**src/rtl/instruction_fetch.sv**
```systemverilog
// -----------------------------------------------------------------------------
// instruction_fetch
//
// Fetch front end of the RV32I core. Holds the fetch PC and requests one
// instruction word per cycle from program memory. Each accepted word is queued
// with its PC in a small prefetch FIFO that feeds decode. A redirect flushes the
// FIFO and either restarts fetching at the target (aligned) or parks the block
// in a fault state until an aligned redirect or reset (misaligned).
//
// Ports
//   i_clk                  clock, rising edge
//   i_rst                  synchronous active-high reset
//   o_pc                   fetch address to program memory (pc register)
//   o_instruction_request  fetch request
//   i_instruction          instruction word from memory
//   i_ack                  memory acknowledge (may be combinational from request)
//   i_redirect             one-cycle redirect strobe
//   i_redirect_pc          redirect target
//   o_valid                head-of-FIFO instruction available to decode
//   o_instruction          head-of-FIFO instruction word
//   o_instruction_pc       PC of the head-of-FIFO instruction
//   i_ready                decode accepts the head this cycle
//   o_fault                instruction-address-misaligned fault pending
//   o_fault_pc             offending redirect target
// -----------------------------------------------------------------------------
module instruction_fetch #(
  parameter logic [31:0] RESET_PC   = 32'h0000_0000,
  parameter int          FIFO_DEPTH = 2
) (
  input  logic        i_clk,
  input  logic        i_rst,
  output logic [31:0] o_pc,
  output logic        o_instruction_request,
  input  logic [31:0] i_instruction,
  input  logic        i_ack,
  input  logic        i_redirect,
  input  logic [31:0] i_redirect_pc,
  output logic        o_valid,
  output logic [31:0] o_instruction,
  output logic [31:0] o_instruction_pc,
  input  logic        i_ready,
  output logic        o_fault,
  output logic [31:0] o_fault_pc
);

  localparam int PTR_W = $clog2(FIFO_DEPTH);
  localparam int CNT_W = PTR_W + 1;
  localparam logic [CNT_W-1:0] DEPTH_C = CNT_W'(FIFO_DEPTH);

  localparam logic [0:0] ST_FETCH = 1'b0;
  localparam logic [0:0] ST_FAULT = 1'b1;

  logic [0:0]       state_reg;
  logic [31:0]      pc_reg;
  logic [31:0]      fault_pc_reg;
  logic [CNT_W-1:0] count_reg;
  logic [PTR_W-1:0] head_reg;
  logic [PTR_W-1:0] tail_reg;

  // Prefetch storage: instruction word and its PC per entry.
  logic [31:0] fifo_instr_reg [FIFO_DEPTH];
  logic [31:0] fifo_pc_reg    [FIFO_DEPTH];

  logic push;
  logic pop;
  logic redirect_aligned;

  // The request looks only at the registered count: a pop in the same cycle
  // does not free a slot for this cycle's fetch (no full-FIFO bypass).
  assign o_instruction_request = !i_rst && (state_reg == ST_FETCH) &&
                                 (count_reg < DEPTH_C) && !i_redirect;
  assign o_valid               = !i_rst && (count_reg != '0) && !i_redirect;
  assign o_fault               = !i_rst && (state_reg == ST_FAULT);
  assign o_fault_pc            = fault_pc_reg;
  assign o_pc                  = pc_reg;
  assign o_instruction         = fifo_instr_reg[head_reg];
  assign o_instruction_pc      = fifo_pc_reg[head_reg];

  assign push             = o_instruction_request && i_ack;
  assign pop              = o_valid && i_ready;
  assign redirect_aligned = (i_redirect_pc[1:0] == 2'b00);

  // Control state: reset beats redirect beats transfer/pop.
  always_ff @(posedge i_clk) begin
    if (i_rst) begin
      state_reg    <= ST_FETCH;
      pc_reg       <= RESET_PC;
      fault_pc_reg <= '0;
      count_reg    <= '0;
      head_reg     <= '0;
      tail_reg     <= '0;
    end else if (i_redirect) begin
      count_reg <= '0;
      head_reg  <= '0;
      tail_reg  <= '0;
      if (redirect_aligned) begin
        pc_reg    <= i_redirect_pc;
        state_reg <= ST_FETCH;
      end else begin
        // Fetch address is left alone; only the fault record changes.
        fault_pc_reg <= i_redirect_pc;
        state_reg    <= ST_FAULT;
      end
    end else begin
      if (push) begin
        pc_reg   <= pc_reg + 32'd4;
        tail_reg <= tail_reg + 1'b1;
      end
      if (pop) begin
        head_reg <= head_reg + 1'b1;
      end
      case ({push, pop})
        2'b10:   count_reg <= count_reg + 1'b1;
        2'b01:   count_reg <= count_reg - 1'b1;
        default: count_reg <= count_reg;
      endcase
    end
  end

  // Storage needs no reset: entries are only read when counted as valid.
  always_ff @(posedge i_clk) begin
    if (push) begin
      fifo_instr_reg[tail_reg] <= i_instruction;
      fifo_pc_reg[tail_reg]    <= pc_reg;
    end
  end

endmodule
```
**config.mk**
```make
export PLATFORM = sky130hd
export DESIGN_NAME = instruction_fetch
export DESIGN_NICKNAME = d
export VERILOG_FILES = /design/src/rtl/instruction_fetch.sv
export SDC_FILE = /design/constraint.sdc
export NUM_CORES = 1
export LEC_CHECK = 0
export BUFFER_PORTS_ARGS = -buffer_cell sky130_fd_sc_hd__buf_2
export CAP_MARGIN = 0
export CORE_ASPECT_RATIO = 0.75
export CORE_MARGIN = 2
export CORE_UTILIZATION = 45
export DETAILED_ROUTE_END_ITERATION = 10
export PLACE_DENSITY = 0.67
export SLEW_MARGIN = 0
export SYNTH_ARGS = -nofsm -noshare
export SYNTH_HDL_FRONTEND = slang
export SYNTH_SLANG_ARGS = --single-unit
export TNS_END_PERCENT = 20
```
**constraint.sdc**
```tcl
create_clock -name i_clk -period 6.9 [get_ports i_clk]
set_input_delay 1.725 -clock i_clk [delete_from_list [all_inputs] [get_ports i_clk]]
set_output_delay 1.725 -clock i_clk [all_outputs]
set_load 0.01 [all_outputs]
```
# ---- Word-level counts from Yosys, hierarchy flattened
# Memories as Yosys holds them, arrays and structs flattened. A register that Yosys moved wholly into a read port is not among the register bits.
# Index checks and enable logic that the tools add are counted.
dict set report totals {
  ff_bits 69
  latch_bits 0
  mem_bits_rw 128
  mem_bits_ro 0
  input_bits 69
  out_inout_bits 131
  word_cells 47
  mem_count 2
}
dict set report op_classes {
  add_sub_neg 5
  n_mul 0
  div_mod_pow 0
  order_cmp 1
  eq_ne 3
  shift 0
  n_mux 11
  bitwise_logic 2
  reduce_logical 17
}
# name words word_bits rd rd_ports_with_merged_regs wr line_no
set memory_table {}
lappend memory_table {fifo_instr_reg 2 32 1 1 1 61} ;# logic [31:0] fifo_instr_reg [FIFO_DEPTH];
lappend memory_table {fifo_pc_reg 2 32 1 1 1 62} ;# logic [31:0] fifo_pc_reg [FIFO_DEPTH];
# cell count
set ops {}
lappend ops {{two-way mux 32 bit} 3}
lappend ops {{adder 32 x 3 -> 32 bit, second input constant} 1}
lappend ops {{logical AND 1 bit} 8}
lappend ops {{two-way mux 1 bit} 7}
lappend ops {{nonzero test 2 bit} 3}
lappend ops {{one-hot mux 2 bit (2 select lines)} 1}
lappend ops {{AND reduction 2 bit} 2}
lappend ops {{adder 1 bit, second input constant} 2}
lappend ops {{adder 2 x 1 -> 2 bit, second input constant} 1}
lappend ops {{== test 2 x 1 -> 1 bit, second input constant} 1}
lappend ops {{== test 2 bit, second input constant} 1}
lappend ops {{logical NOT 1 bit} 2}
lappend ops {{logical NOT 2 bit} 1}
lappend ops {{< comparator 2 bit, second input constant} 1}
lappend ops {{!= test 2 x 1 -> 1 bit, second input constant} 1}
lappend ops {{NOT 1 bit} 2}
lappend ops {{OR reduction 2 bit} 1}
lappend ops {{subtractor 2 x 1 -> 2 bit, second input constant} 1}

# ---- Longest topological paths before layout
dict set report depth {
  word_depth 7
  mapped_depth 9
}

# ---- Worst setup path before layout
# Ideal clock, no wire load.
dict set report synth_timing {
  path_type {input to register}
  from {input i_redirect}
  to {memory fifo_instr_reg[0][0], enable pin}
  arrival_time_ns 5.680
  slack_ns 0.732
  cell_stages 6
  n_path_buf 2
  path_cell_list {clkbuf_1 nor4_1 and2_1 inv_1 clkbuf_1 nor2_1}
}
dict set report synth_between {
  elab_chain_len 5
}
# item line_no
set synth_lines {}
lappend synth_lines {{from (decl)} 36} ;# input logic i_redirect,
lappend synth_lines {{logical NOT 1 bit} 71} ;# (count_reg < DEPTH_C) && !i_redirect;
lappend synth_lines {{logical AND 1 bit} 71}
lappend synth_lines {{named net o_instruction_request} 33} ;# output logic o_instruction_request,
lappend synth_lines {{logical AND 1 bit} 79} ;# assign push = o_instruction_request && i_ack;
lappend synth_lines {{two-way mux 1 bit} 122} ;# if (push) begin
lappend synth_lines {{two-way mux 1 bit (implied by the code)} 123} ;# fifo_instr_reg[tail_reg] <= i_instruction;
lappend synth_lines {{to (decl)} 61}
# The timed path passes the listed nets, and every way through them passes these cells.

# ---- Worst setup path in the final report
dict set report layout_timing {
  from {input i_redirect}
  to {output o_valid}
}
dict set report layout_between {
  elab_chain_len 2
}
# item line_no
set layout_lines {}
lappend layout_lines {{logical NOT 1 bit} 72} ;# assign o_valid = !i_rst && (count_reg != '0) && !i_redirect;
lappend layout_lines {{logical AND 1 bit} 72}
lappend layout_lines {{to (decl)} 38} ;# output logic o_valid,
# No other way between the ends.

==> impl_metrics.env <==
export IMPL_status="complete, no violations"
export IMPL_ant_nets=0
export IMPL_cts_hold_buf=0
export IMPL_io_buffer_count=199
export IMPL_yosysTopAreaCell="edfxtp_1"
export IMPL_grt_first_pass_wirelength_microns=30200
export IMPL_cts_resized=0
export IMPL_htreeDepth=4
export IMPL_post_dp_cell_area_sq_um=9200
export IMPL_cts_setup_buffers=0
export IMPL_globalRouteOverflowTotal=0
export IMPL_path_cells="buf_2 > or2_2 > nor2_1 > buf_2"
export IMPL_ys_types=45
export IMPL_synth_warning_count=0
export IMPL_ir_drop_v=0.000165
export IMPL_diodes=0
export IMPL_grt_usage_pct=21.2
export IMPL_synthCells=636
export IMPL_setup_viol=0
export IMPL_dp_worst_setup_slack_ps=1820
export IMPL_clkTransAtPathRegs_ps=70
export IMPL_rsz0062_at_grt="false"
export IMPL_syn_cell_area_sq_um=7960
export IMPL_wire_per_inst_microns=18.6
export IMPL_clk_latency_ps=430
export IMPL_cts_root_buf="clkbuf_16"
export IMPL_vias_per_cell=5.49
export IMPL_critPathArrivalTime_ps=2940
export IMPL_synth_area_top_cells="edfxtp_1, dfxtp_1, mux2_2, nand2_1, a21oi_1"
export IMPL_fillCellCount=1470
export IMPL_synth_top_area_share_pct=48.3
export IMPL_initial_core_util_pct=45.5
export IMPL_clock_fmax_mhz=214
export IMPL_cts_buffer_depth=2
export IMPL_critical_path_max_stage_delay_ps=470
export IMPL_hold_violations=0
export IMPL_antenna_found_initial=0
export IMPL_synth_common_cells="edfxtp_1, nand2_1, dfxtp_1"
export IMPL_grt_max_degree=65
export IMPL_skew_ps=9.99
export IMPL_ys_ff_latch=198
export IMPL_coreArea_sq_um=17500
export IMPL_grt_pass1_vias=5537
export IMPL_syn_to_final_growth_pct=22.9
export IMPL_place_congestion=0.860
export IMPL_die_height_microns=119
export IMPL_final_cell_area_sq_um=9780
export IMPL_synth_seq_area_share_pct=65.9
export IMPL_total_power_mw=2.49
export IMPL_synth_flop_cell="edfxtp_1"
export IMPL_nets=897
export IMPL_start_kind="input pin"
export IMPL_die_w_microns=158
export IMPL_max_slew_margin_rel_pct=19.8
export IMPL_cts_tree="yes"
export IMPL_final_setup_worst_slack_ps=2240
export IMPL_cp_end_kind="primary output"
export IMPL_post_route_util_pct=55.9
export IMPL_place_inst=1049
export IMPL_hpwl_microns=13900
export IMPL_cp_required_ps=5180
export IMPL_synth_async_reset_ratio_pct=0
export IMPL_dr_total_vias=5940
export IMPL_drtIter0Drc=582
export IMPL_fin_cells=1081
export IMPL_avgSynthCellArea_sq_um=12.5
export IMPL_synth_edf_count=128
export IMPL_drt_first_pass_iters=6
export IMPL_power_density_nw_per_um2=254
export IMPL_leakage_nw=3.77
export IMPL_fp_row_count=42
export IMPL_drv_slew=0
export IMPL_cp_slowest_cell="buf_2"
export IMPL_hp_class="flip-flop to flip-flop"
export IMPL_fin_hold_ws_ps=457
export IMPL_min_period_over_period_pct=67.6
export IMPL_post_synth_top_count_cell="edfxtp_1"
export IMPL_drc_errors=0
export IMPL_die_area_sq_um=18800
export IMPL_path_common_cell="buf_2"
export IMPL_tns_ps=0
export IMPL_clock_sinks=198
export IMPL_io_pins=200
export IMPL_numCtsBuffers=17
export IMPL_tightest_slew_ps=1200
export IMPL_drive_gt1_share_pct=37.2
export IMPL_crit_type="input pin to primary output"
export IMPL_finalCriticalPeriod_ps=4660
export IMPL_wl_microns=20100
export IMPL_crit_fanout=35
export IMPL_maxCapViolCount=0
export IMPL_synth_nets=707
-- final cells by class --
cell class / instances / area (sq um) / area share [%]
flip-flops and latches: 198 / 5250 / 53.6
clock buffers: 17 / 425 / 4.35
clock inverters: 15 / 156 / 1.60
inverters: 10 / 37.5 / 0.384
repair buffers: 207 / 1060 / 10.8
well taps: 242 / 303 / 3.10
multi-input cells: 392 / 2560 / 26.2
-- kinds of logic after synthesis --
kind of cell,Yosys count,share of synthesized area (%)
AO/OA/AOI/OAI,111,8.71
XOR/XNOR,3,0.330
adder cells (fa/ha/maj),2,0.314
buffers and inverters,46,2.36
flip-flops,198,65.9
multiplexers,80,11.1
AND/OR/NAND/NOR,196,11.3
-- critical path: cells and delay by family --
kind | cells | cell delay (ps)
and+or+nand+nor | 2 | 570
buffers and inverters | 2 | 620
-- metal layers --
layer  global-route usage [%]  wire (microns)  vias up
li1                         -               -     2730
met1                     31.2            9120     2845
met2                     30.6            8660      349
met3                     6.37            2120       16
met4                     5.80             193        0
met5                        0               0        -
-- power by group --
| part | internal (mW) | switching (mW) | leakage, nW |
|---|---|---|---|
| clock network | 0.515 | 0.472 | 0.285 |
| registers | 1.29 | 0.0353 | 1.74 |
| logic | 0.0692 | 0.103 | 1.74 |
| total | 1.88 | 0.610 | 3.77 |
-- cells in the final DEF (no fill, tap or decap), drive strengths merged, types with 6 or more instances in the layout --
master / netlist / routed
a21oi: 48 / 48
a22oi: 12 / 12
and3: 6 / 6
buf: 2 / 207
clkbuf: 34 / 17
dfxtp: 70 / 70
edfxtp: 128 / 128
inv: 10 / 19
mux2: 64 / 64
mux2i: 16 / 16
nand2: 88 / 88
nand3: 17 / 17
nand4: 10 / 10
nor2: 40 / 40
nor4: 6 / 6
o21ai: 6 / 6
o22ai: 12 / 12
or3: 7 / 7
-- final timing paths --
check | from | end | slack (ps) | cells past startpoint
worst min register to register | o_fault_pc[19] | o_fault_pc[19] | 460 | 2
worst max register to register | count_reg[1] | fifo_pc_reg[1][4] | 3510 | 5
worst min-delay path | o_fault_pc[19] | o_fault_pc[19] | 460 | 2
worst max-delay path | i_redirect | o_valid | 2240 | 4
(Power assumes the default switching activity.)
